### src/rtl/espirometro_session_ctrl_pkg.sv
// Shared state encoding for the spirometer session controller and its display/VGA consumers.
package espirometro_session_ctrl_pkg;
    localparam int STATE_W = 3;

    typedef enum logic [STATE_W-1:0] {
        ST_IDLE    = 3'd0,
        ST_WAIT    = 3'd1,
        ST_MEASURE = 3'd2,
        ST_RESULT  = 3'd3,
        ST_FAIL    = 3'd4
    } state_t;
endpackage

### src/rtl/espirometro_session_ctrl_acumulador_sat.sv
// Saturating volume accumulator: clear wins over enable, sum clamps at all-ones.
module acumulador_sat #(
    parameter int IN_W  = 8,
    parameter int ACC_W = 14
) (
    input  logic             iClk,
    input  logic             iReset,
    input  logic             iClr,
    input  logic             iEn,
    input  logic [IN_W-1:0]  ivDato,
    output logic [ACC_W-1:0] ovAcc
);
    logic [ACC_W-1:0] r_acc;
    logic [ACC_W:0]   w_sum;

    // One extra bit catches the carry that signals saturation.
    assign w_sum = {1'b0, r_acc} + (ACC_W+1)'(ivDato);

    always_ff @(posedge iClk) begin
        if (iReset)
            r_acc <= '0;
        else if (iClr)
            r_acc <= '0;
        else if (iEn)
            r_acc <= w_sum[ACC_W] ? {ACC_W{1'b1}} : w_sum[ACC_W-1:0];
    end

    assign ovAcc = r_acc;
endmodule

### src/rtl/espirometro_session_ctrl.sv
// Forced-exhalation test sequencer: arm, wait for blow, integrate volume, end on low flow or budget.
module espirometro_session_ctrl
    import espirometro_session_ctrl_pkg::*;
#(
    parameter int SAMPLE_W     = 8,
    parameter int VOL_W        = 14,
    parameter int START_TH     = 20,
    parameter int STOP_TH      = 10,
    parameter int STOP_CNT     = 4,
    parameter int WAIT_TIMEOUT = 40,
    parameter int MAX_SAMPLES  = 80
) (
    input  logic                iClk,
    input  logic                iReset,
    input  logic                iStart,
    input  logic                iSampleTick,
    input  logic [SAMPLE_W-1:0] ivDatos,
    output logic [STATE_W-1:0]  ovState,
    output logic [VOL_W-1:0]    ovVolumen,
    output logic [SAMPLE_W-1:0] ovPico,
    output logic [7:0]          ovMuestras,
    output logic                oMedir,
    output logic                oDone,
    output logic                oLoser
);
    state_t              r_state, w_next;
    logic [SAMPLE_W-1:0] r_pico;
    logic [7:0]          r_muestras, r_low, r_tmo;
    logic                r_medir, r_done, r_loser;
    logic                w_clr, w_acc, w_tmo_inc;
    logic [7:0]          w_low_nx, w_mues_nx;

    always_comb begin
        w_next    = r_state;
        w_clr     = 1'b0;
        w_acc     = 1'b0;
        w_tmo_inc = 1'b0;
        w_low_nx  = (ivDatos < SAMPLE_W'(STOP_TH)) ? r_low + 8'd1 : 8'd0;
        w_mues_nx = r_muestras + 8'd1;
        case (r_state)
            ST_IDLE: begin
                if (iStart) begin
                    w_next = ST_WAIT;
                    w_clr  = 1'b1;
                end
            end
            ST_WAIT: begin
                // A coincident start aborts and the sample is dropped.
                if (iStart) begin
                    w_next = ST_IDLE;
                    w_clr  = 1'b1;
                end else if (iSampleTick) begin
                    if (ivDatos >= SAMPLE_W'(START_TH)) begin
                        w_next = ST_MEASURE;
                        w_acc  = 1'b1;
                    end else begin
                        w_tmo_inc = 1'b1;
                        if (r_tmo + 8'd1 == 8'(WAIT_TIMEOUT))
                            w_next = ST_FAIL;
                    end
                end
            end
            ST_MEASURE: begin
                if (iStart) begin
                    w_next = ST_IDLE;
                    w_clr  = 1'b1;
                end else if (iSampleTick) begin
                    w_acc = 1'b1;
                    if (w_low_nx == 8'(STOP_CNT) || w_mues_nx == 8'(MAX_SAMPLES))
                        w_next = ST_RESULT;
                end
            end
            ST_RESULT, ST_FAIL: begin
                if (iStart) begin
                    w_next = ST_WAIT;
                    w_clr  = 1'b1;
                end
            end
            default: begin
                w_next = ST_IDLE;
                w_clr  = 1'b1;
            end
        endcase
    end

    always_ff @(posedge iClk) begin
        if (iReset) begin
            r_state    <= ST_IDLE;
            r_pico     <= '0;
            r_muestras <= '0;
            r_low      <= '0;
            r_tmo      <= '0;
            r_medir    <= 1'b0;
            r_done     <= 1'b0;
            r_loser    <= 1'b0;
        end else begin
            r_state <= w_next;
            if (w_clr) begin
                r_pico     <= '0;
                r_muestras <= '0;
                r_low      <= '0;
                r_tmo      <= '0;
            end else if (w_acc) begin
                r_pico     <= (ivDatos > r_pico) ? ivDatos : r_pico;
                r_muestras <= w_mues_nx;
                // The entry sample is above the start threshold, so the low run starts empty.
                r_low      <= (r_state == ST_MEASURE) ? w_low_nx : 8'd0;
            end else if (w_tmo_inc) begin
                r_tmo <= r_tmo + 8'd1;
            end
            r_medir <= (w_next == ST_MEASURE);
            r_done  <= (w_next == ST_RESULT) && (r_state != ST_RESULT);
            r_loser <= (w_next == ST_FAIL);
        end
    end

    acumulador_sat #(
        .IN_W  (SAMPLE_W),
        .ACC_W (VOL_W)
    ) u_acc (
        .iClk   (iClk),
        .iReset (iReset),
        .iClr   (w_clr),
        .iEn    (w_acc),
        .ivDato (ivDatos),
        .ovAcc  (ovVolumen)
    );

    assign ovState    = r_state;
    assign ovPico     = r_pico;
    assign ovMuestras = r_muestras;
    assign oMedir     = r_medir;
    assign oDone      = r_done;
    assign oLoser     = r_loser;
endmodule

### config.mk
export PLATFORM = sky130hd
export DESIGN_NAME = espirometro_session_ctrl
export DESIGN_NICKNAME = d
export VERILOG_FILES = /design/src/rtl/espirometro_session_ctrl_pkg.sv /design/src/rtl/espirometro_session_ctrl_acumulador_sat.sv /design/src/rtl/espirometro_session_ctrl.sv
export SDC_FILE = /design/constraint.sdc
export NUM_CORES = 1
export LEC_CHECK = 0
export ABC_AREA = 1
export CAP_MARGIN = 40
export CORE_MARGIN = 4
export CORE_UTILIZATION = 35
export CTS_CLUSTER_DIAMETER = 60
export DETAILED_ROUTE_END_ITERATION = 10
export PLACE_DENSITY = 0.61
export SYNTH_ARGS = -nofsm -noshare
export SYNTH_HDL_FRONTEND = slang
export SYNTH_HIERARCHICAL = 1
export SYNTH_SLANG_ARGS = --single-unit
### constraint.sdc
create_clock -name iClk -period 2.1 [get_ports iClk]
set_input_delay 0.315 -clock iClk [delete_from_list [all_inputs] [get_ports iClk]]
set_output_delay 0.315 -clock iClk [all_outputs]
set_load 0.01 [all_outputs]
Word-level counts from Yosys, hierarchy flattened
Index checks and enable logic that the tools add are counted.

operators by class
  $add $sub $neg = 4
  multipliers = 0
  divide/modulo/power cells = 0
  magnitude comparators = 3
  eq/ne operators = 11
  shift operators = 0
  muxes and demuxes = 24
  bitwise operators = 1
  reductions and logical operators = 8

operators by type and width
  kind                                                   number
  adder 8 x 1 -> 8 bit, second input constant            3
  two-way mux 3 bit                                      8
  two-way mux 8 bit                                      2
  adder 14 x 8 -> 15 bit                                 1
  two-way mux 14 bit                                     1
  equality test 3 x 2 -> 1 bit, second input constant    4
  two-way mux 1 bit                                      11
  one-hot mux 3 bit (3 select lines)                     1
  equality test 8 x 3 -> 1 bit, second input constant    1
  equality test 8 x 6 -> 1 bit, second input constant    1
  equality test 8 x 7 -> 1 bit, second input constant    1
  >= comparator 8 x 5 -> 1 bit, second input constant    1
  greater-than comparator 8 bit                          1
  < comparator 8 x 4 -> 1 bit, second input constant     1
  equality test 3 bit, second input constant             2
  OR reduction 5 bit                                     1
  AND reduction 2 bit                                    2
  equality test 3 x 1 -> 1 bit, second input constant    1
  logical NOT 3 bit                                      1
  inequality test 3 x 2 -> 1 bit, second input constant  1
  OR reduction 3 bit                                     1
  one-hot mux 1 bit (2 select lines)                     1
  OR reduction 2 bit                                     1
  logical AND 1 bit                                      1
  2 further kinds                                        2

storage, ports and cells
  register bits = 52
  bits in latches = 0
  bits in writable memories = 0
  ROM bits = 0
  input port bits = 12
  memories kept = 0

Depth between registers and ports, before layout
Gate-level depths: netlist (run 1).

  depth in word-level cells = 10
  mapped depth = 14

By module
Netlist (run 1), hierarchy kept.

modules (own cells, without submodules)
  module                    instances  cells each  area each (sq um)  seq. area each (sq um)
  espirometro_session_ctrl  1          340         2,312.2            760.7
  acumulador_sat            1          170         1,112.3            280.3

Least setup slack after synthesis (run 1)
OpenSTA, ideal clock, no wires.

  kind = flip-flop to flip-flop
  from = register r_state[1], in the netlist ovState[1]
  to = register u_acc.r_acc[12], in the netlist u_acc/ovAcc[12]
  library setup time = 0.109 ns
  arrival time = 1.716 ns
  required time = 1.991 ns
  path slack = 0.275 ns
  cell stages (with the launch flop) = 15
  period minus slack after synthesis = 1.825 ns
  path through = dfxtp_1 inv_2 nor2_2 inv_2 nor2_2 nand3_2 nand2_4 buf_4 inv_1 nor4_1 nand2_1 nand2_1 nand3_1 nand2_1 inv_1

RTL lines
  what                                                                                 line                                           RTL
  start, declared                                                                      espirometro_session_ctrl.sv:26                 state_t r_state, w_next;
  start signal, assigned                                                               espirometro_session_ctrl.sv:97                 r_state <= w_next;
  equality test 3 x 2 -> 1 bit / equality test 3 x 1 -> 1 bit (equally long branches)  espirometro_session_ctrl.sv:40                 case (r_state)
  one-hot mux 1 bit (2 select lines) (*)                                               espirometro_session_ctrl.sv:40
  via w_acc                                                                            espirometro_session_ctrl.sv:30                 logic w_clr, w_acc, w_tmo_inc;
  end signal, assigned                                                                 espirometro_session_ctrl_acumulador_sat.sv:25  r_acc <= w_sum[ACC_W] ? {ACC_W{1'b1}} : w_sum[ACC_W-1:0];
  end, declared                                                                        espirometro_session_ctrl_acumulador_sat.sv:13  logic [ACC_W-1:0] r_acc;

Mark *: on every way through the listed nets, which the timed path passes. The rest lies on a longest branch.
A chain may end at the register's enable or synchronous reset.

Worst setup path after layout (run 1)
  from = input ivDatos[0]
  to = register u_acc.r_acc[6], in the netlist u_acc/ovAcc[6]

on the way
  cells in the longest elaborated chain, start to end = 5

RTL lines
  what                                line                            RTL
  start, declared                     espirometro_session_ctrl.sv:17  input logic [SAMPLE_W-1:0] ivDatos,
  >= comparator 8 x 5 -> 1 bit        espirometro_session_ctrl.sv:53  if (ivDatos >= SAMPLE_W'(START_TH)) begin
  two-way mux 1 bit                   espirometro_session_ctrl.sv:53
  two-way mux 1 bit                   espirometro_session_ctrl.sv:52  end else if (iSampleTick) begin
  two-way mux 1 bit                   espirometro_session_ctrl.sv:49  if (iStart) begin
  one-hot mux 1 bit (2 select lines)  espirometro_session_ctrl.sv:40

Parallel ways exist; a longest one is shown, timed or not.

==> out/metrics.yaml, run 1 <==
grt:
  grt_pass1_wl_mm: 14.5
  antenna_found_initial: 0
  groute.usage.overall_pct: 15.1
  grt_pass1_vias: 3362
  grt_max_degree: 22
  grt_overflow: 0
setup_path:
  reg2reg_slack_ns: 0.32
  crit_required_ns: 2.31
  end_kind: "flip-flop"
  r2r-end: "u_acc/ovAcc[6]"
  r2r_cells: 9
  cp_max_fo: 3
  setup.worst_path.class: "in2reg"
  worst_ep_arrival_time_ns: 2.14
  crit_path_start_kind: "primary input"
  rr_startpoint: "u_acc/ovAcc[0]"
timing:
  relSlewSlack_pct: 65.5
  hold_viol_final: 0
  timing.final.crit_share_pct: 92.0
  setup_violations: 0
  drv_slew: 0
  fin_crit_ns: 1.93
  tightest_slew_ns: 0.518
  whs_ns: 0.502
  rsz0062_at_grt: "false"
  clock_skew_ns: 0.00583
  max_freq_mhz: 518
power:
  p_seq_share_pct: 52.9
  power.internal_mw: 1.40
  power_frac_comb_pct: 14.6
  p_switching_uw: 512
  ir_drop_mv: 0.366
  switching_share_pct: 26.8
  clockPowerShare_pct: 32.5
  power_density_nw_per_um2: 436
  leakage_nw: 1.94
  finalPower_mw: 1.91
synthesis:
  dominantRegCellSynth: "dfxtp_1"
  syn_inst: 510
  yosys_warnings: 6
  synth_edf_count: 0
  yosysSeqAreaShare_pct: 30.4
  synth_fp_nets: 544
  async_flop_share_pct: 0
  ys_ff_latch: 52
  syn_area_um2: 3420
  synth_cell_type_count: 39
  avgSynthCellArea_um2: 6.71
drt:
  drc: 0
  drtIter0Drc: 84
  via_count: 3408
  routed_via_density: 4.71
  dr.pass1.iters: 5
  drt-total-wl_mm: 8.34
  ant_nets: 0
  wl_per_cell_um: 11.5
floorplan:
  fp.dieH_um: 107
  core_area_um2: 9370
  io_pins: 48
  start_util_pct: 36.5
  dieArea_um2: 11400
  die_w_um: 107
  num_rows: 35
placement:
  gp_congestion: 0.842
  placed_cells: 715
  hpwl_mm: 6.46
  io_buffers: 47
min_path:
  hp-class: "reg2reg"
  min_from: "r_low[7]"
  min_to: "r_low[7]"
  min_path_cells: 2
finish:
  fin_nets: 627
  fin_cells: 723
  diodes: 0
  fillers: 995
  drive_gt1_share_pct: 14.1
  area_delta_synth_final_pct: 28.0
clock_tree:
  cts-htree-levels: 2
  path_clk_slew_ns: 0.10
  cts_root_buf: "clkbuf_8"
  ctsLongestPathBuffers: 2
  cts_buffers: 5
  post_cts.repair.setup_buffers: 0
  cts_tree: "yes"
  clock_latency_ns: 0.30
  cts_sinks: 52
outcome:
  status: "completed"
run:
  cap_violations: 0
[flip-flops by register name (all words and copies together) (netlist names)]
name         cells
oLoser           1
u_acc/ovAcc     14
oMedir           1
ovState          3
r_low            8
ovMuestras       8
r_tmo            8
oDone            1
ovPico           8
[timing repair]
| item | CTS | global route |
|---|---|---|
| endpoints found under the hold margin | 0 | 0 |
| setup endpoints to repair | 0 | 2 |
| hold buffers | 0 | 0 |
| resized for setup | 0 | 2 |
[kinds of logic (layout without fill, tap and decap cells)]
group / count (synthesis) / in the layout / share of synthesized area (%)
and+or+nand+nor: 267 / 267 / 35.4
buffers and inverters: 85 / 169 / 10.9
AOI/OAI and AO/OA: 72 / 72 / 11.9
DFF: 52 / 52 / 30.4
adders and majority gates: 22 / 22 / 8.26
xor gates and xnor gates: 10 / 10 / 2.56
muxes: 2 / 2 / 0.585
[through the flow]
stage / cell area, um^2 / utilization, % / setup TNS [ns] / worst slack, ns
2_1_floorplan: 3420 / - / 0 / 0.275
6_report: 4380 / 46.8 / 0 / 0.168
3_3_place_gp: 4280 / 45.7 / -1.73 / -0.152
3_5_place_dp: 4280 / 45.7 / -2.25 / -0.148
5_1_grt: 4380 / 46.8 / 0 / 0.000582
4_1_cts: 4370 / 46.7 / 0 / 0.176
[cells in the mapped netlist (2+ instances only)]
master,n,area (um^2)
a211oi_1,2,15.0
a211oi_2,2,25.0
a21oi_1,32,160
a31oi_1,6,37.5
buf_2,4,20.0
buf_4,4,30.0
buf_6,3,33.8
dfxtp_1,52,1040
ha_1,21,263
inv_1,70,263
inv_2,3,11.3
mux2i_1,2,20.0
nand2_1,118,443
nand2_2,6,37.5
nand3_1,43,215
nand3_2,3,30.0
nand3_4,2,35.0
nand4_1,12,75.1
nor2_1,62,233
nor2_2,9,56.3
nor4_1,2,12.5
o21ai_0,21,105
o21ai_1,2,10.0
o21bai_1,3,22.5
or2_2,4,25.0
xnor2_1,6,52.6
xor2_1,4,35.0
[layout by cell type (no fill, tap or decap), types with 3 or more instances in the layout]
cell type and count:
buf_4 40, xor2_1 4, or2_2 4, o21ai_0 21, nor2_1 61, xnor2_1 6, nand3_1 43, inv_1 70
ha_1 21, nor2_2 10, nand3_2 3, o21bai_1 3, dfxtp_1 52, inv_2 3, a31oi_1 6, nand2_2 6
nand2_1 118, nand4_1 12, clkbuf_8 6, clkdlybuf4s50_1 47, a21oi_1 32
[final cells by class]
type	count	area (um^2)	area share [%]
timing repair buffer	88	791	18.0
tap	129	161	3.68
multi-input combinational	373	2020	46.1
clock inverter	1	7.51	0.171
sequential	52	1040	23.8
clock buffer	7	86.3	1.97
inverter	73	274	6.25
[metal layers]
layer  up-vias  wire length [um]  global-route usage, %
li1       1804                 -                      -
met5         -                 0                      0
met4         0               102                   3.93
met1      1539              4140                   19.5
met3         9               272                   1.93
met2        56              3820                   26.6
[power by group through the flow]
stage          logic [mW]  clock network, mW  registers (mW)
5_1_grt             0.314              0.680            1.01
3_5_place_dp        0.280                  0            1.03
2_1_floorplan       0.145                  0            1.04
4_1_cts             0.282              0.643            1.01
3_3_place_gp        0.279                  0            1.03
6_report            0.280              0.620            1.01
[how the worst max path moves through the flow]
| stage | startpoint | endpoint | slack (ns) | cells after the start |
|---|---|---|---|---|
| 2_1_floorplan | ovState[1] | u_acc/ovAcc[12] | 0.27 | 14 |
| 3_3_place_gp | ivDatos[3] | u_acc/ovAcc[5] | -0.15 | 13 |
| 3_5_place_dp | ivDatos[3] | u_acc/ovAcc[5] | -0.15 | 13 |
| 4_1_cts | ivDatos[0] | u_acc/ovAcc[12] | 0.18 | 11 |
| 5_1_grt | ivDatos[7] | u_acc/ovAcc[13] | 0.0006 | 14 |
| 6_report | ivDatos[0] | u_acc/ovAcc[6] | 0.17 | 10 |
[critical path, stage by stage]
cell,delay (ns)
clkdlybuf4s50_1,0.44
ha_1,0.26
fa_1,0.42
nand2_1,0.12
nand3_1,0.10
nand2_1,0.12
o21ai_1,0.08
xor2_1,0.14
nor2_1,0.09
nor2_1,0.04
(Power assumes the default switching activity.)
==> inputs of run 2 (changes only) <==
Settings changed: CORE_MARGIN 4 to not set.
==> out/metrics.yaml, run 2 (synthesis results as in run 1) <==
timing:
  relSlewSlack_pct: 65.9  # +0.47 points
  setup_violations: 0  # unchanged
  whs_ns: 0.497  # -0.00504 ns
  layout_setup_ws_ns: 0.186  # +0.0174 ns
  drv_slew: 0  # unchanged
  tns_ns: 0  # unchanged
  rsz0062_at_grt: "false"
  fin_crit_ns: 1.91  # -0.0174 ns
  timing.final.crit_share_pct: 91.2  # -0.83 points
  tightest_slew_ns: 0.510  # -0.00706 ns
  hold_viol_final: 0  # unchanged
  max_freq_mhz: 522  # +0.91%
  clock_skew_ns: 0.00849  # +0.00266 ns
floorplan:
  start_util_pct: 36.5  # unchanged
  io_pins: 48  # unchanged
  die_w_um: 101  # -5.6%
  fp.dieH_um: 101  # -5.6%
  core_area_um2: 9370  # unchanged
  num_rows: 35  # unchanged
  dieArea_um2: 10200  # -11%
power:
  power_density_nw_per_um2: 455  # +4.5%
  finalPower_mw: 1.98  # +3.5%
  p_switching_uw: 498  # -2.6%
  leakage_nw: 1.92  # -0.93%
  switching_share_pct: 25.2  # -1.6 points
  clockPowerShare_pct: 35.0  # +2.5 points
  power.internal_mw: 1.48  # +5.8%
  power_frac_comb_pct: 13.9  # -0.7 points
  ir_drop_mv: 0.215  # -41%
  p_seq_share_pct: 51.1  # -1.8 points
grt:
  grt_pass1_wl_mm: 14.3  # -1.6%
  grt_overflow: 0  # unchanged
  antenna_found_initial: 0  # unchanged
  groute.usage.overall_pct: 17.4  # +2.3 points
  grt_max_degree: 20  # -9.1%
  grt_pass1_vias: 3166  # -5.8%
drt:
  drc: 0  # unchanged
  dr.pass1.iters: 4  # -1
  via_count: 3338  # -2.1%
  ant_nets: 0  # unchanged
  routed_via_density: 4.66  # -1.2%
  wl_per_cell_um: 11.4  # -0.92%
  drtIter0Drc: 86  # +2.4%
  drt-total-wl_mm: 8.19  # -1.7%
clock_tree:
  cts_root_buf: "clkbuf_8"
  path_clk_slew_ns: 0.09  # about the same
  cts_sinks: 52  # unchanged
  post_cts.repair.setup_buffers: 0  # unchanged
  clock_latency_ns: 0.30  # about the same
  cts_tree: "yes"
  holdBufCountCts: 0  # unchanged
  cts-htree-levels: 2  # unchanged
  ctsLongestPathBuffers: 2  # unchanged
  cts-resized-gates: 0  # unchanged
  cts_buffers: 5  # unchanged
setup_path:
  critPathSlowestCell: "clkdlybuf4s50_1"
  reg2reg_slack_ns: 0.32  # about the same
  end_kind: "flip-flop"
  worst_ep_arrival_time_ns: 2.12  # -0.02 ns
  crit_required_ns: 2.30  # about the same
  crit_path_start_kind: "primary input"
  rr_startpoint: "u_acc/ovAcc[0]"
  setup.worst_path.class: "in2reg"
  crit_chain: "clkdlybuf4s50_1, ha_1, fa_1, nand2_1, nand3_1, nand2_1, o21ai_1, xor2_1, nor2_1, nor2_1"
  cp_max_fo: 3  # unchanged
  r2r-end: "u_acc/ovAcc[6]"
  cp-endpoint: "u_acc/ovAcc[6]"
  startpoint: "ivDatos[0]"
  r2r_cells: 9  # unchanged
  slowest_delay_ns: 0.43  # about the same
finish:
  utilization_pct: 46.3  # -0.43 points
  area_delta_synth_final_pct: 26.8
  fin_cells: 717  # -0.83%
  design_area_um2: 4340  # -0.91%
  diodes: 0  # unchanged
  fin_nets: 621  # -0.96%
  largest_reg_flops: 14  # unchanged
  final_cell_mix: "118 x nand2_1, 70 x inv_1, 62 x nor2_1"
  drive_gt1_share_pct: 12.9  # -1.2 points
  final_common_cell: "nand2_1"
placement:
  gp_congestion: 0.853  # +1.2%
  placed_cell_area_um2: 4230  # -1.1%
  placed_cells: 709  # -0.84%
  dp_slack_ns: -0.145  # +0.00301 ns
  io_buffers: 47  # unchanged
  hpwl_mm: 6.31  # -2.3%
min_path:
  min_from: "r_tmo[7]"
  hp-class: "reg2reg"
run:
  cap_violations: 0  # unchanged
outcome:
  status: "completed"
run 2: cell types whose count changed in the layout (fill, tap and decap cells not counted), sizes merged:
cell,previous run,this run
bufinv,0,1
buf,41,35
clkinv,0,1
clkinvlp,1,0
clkbuf,7,6
run 2: layout make-up:
type	count	area [um^2]
fillers	971	5030
flip-flops and latches	52	1040
repair buffers	82	746
clock inverters	2	35.0
multi-input cells	373	2010
inverters	73	274
well taps	129	161
clock buffers	6	72.6
run 2: how the worst min path moves through the flow:
stage	end	slack [ns]	cells past startpoint
global route	r_low[7]	0.52	2
floorplan	oLoser	0.38	1
finish	r_tmo[7]	0.50	2
detailed placement	r_low[4]	0.49	2
CTS	r_low[4]	0.50	2
global placement	r_low[7]	0.47	2
run 2: critical path: cells and delay by family:
kind | cells | cell delay [ns]
adder cells (fa/ha/maj) | 2 | 0.68
AO/OA/AOI/OAI | 1 | 0.09
AND/OR/NAND/NOR | 5 | 0.46
XOR/XNOR | 1 | 0.15
buffers and inverters | 1 | 0.43
run 2: power by group through the flow:
stage                     Combinational (mW)  Sequential (mW)  Clock [mW]
after CTS                              0.276             1.01       0.730
after floorplan                        0.145             1.04           0
after global placement                 0.274             1.03           0
after detailed placement               0.275             1.03           0
after global routing                   0.307             1.01       0.774
final                                  0.275             1.01       0.693
run 2: per-layer routing:
layer	up-vias	routed length (um)	global-route usage, %
met3	5	234	2.08
met4	0	68	4.35
li1	1804	-	-
met1	1487	4030	22.9
met2	42	3860	30.3
met5	-	0	0
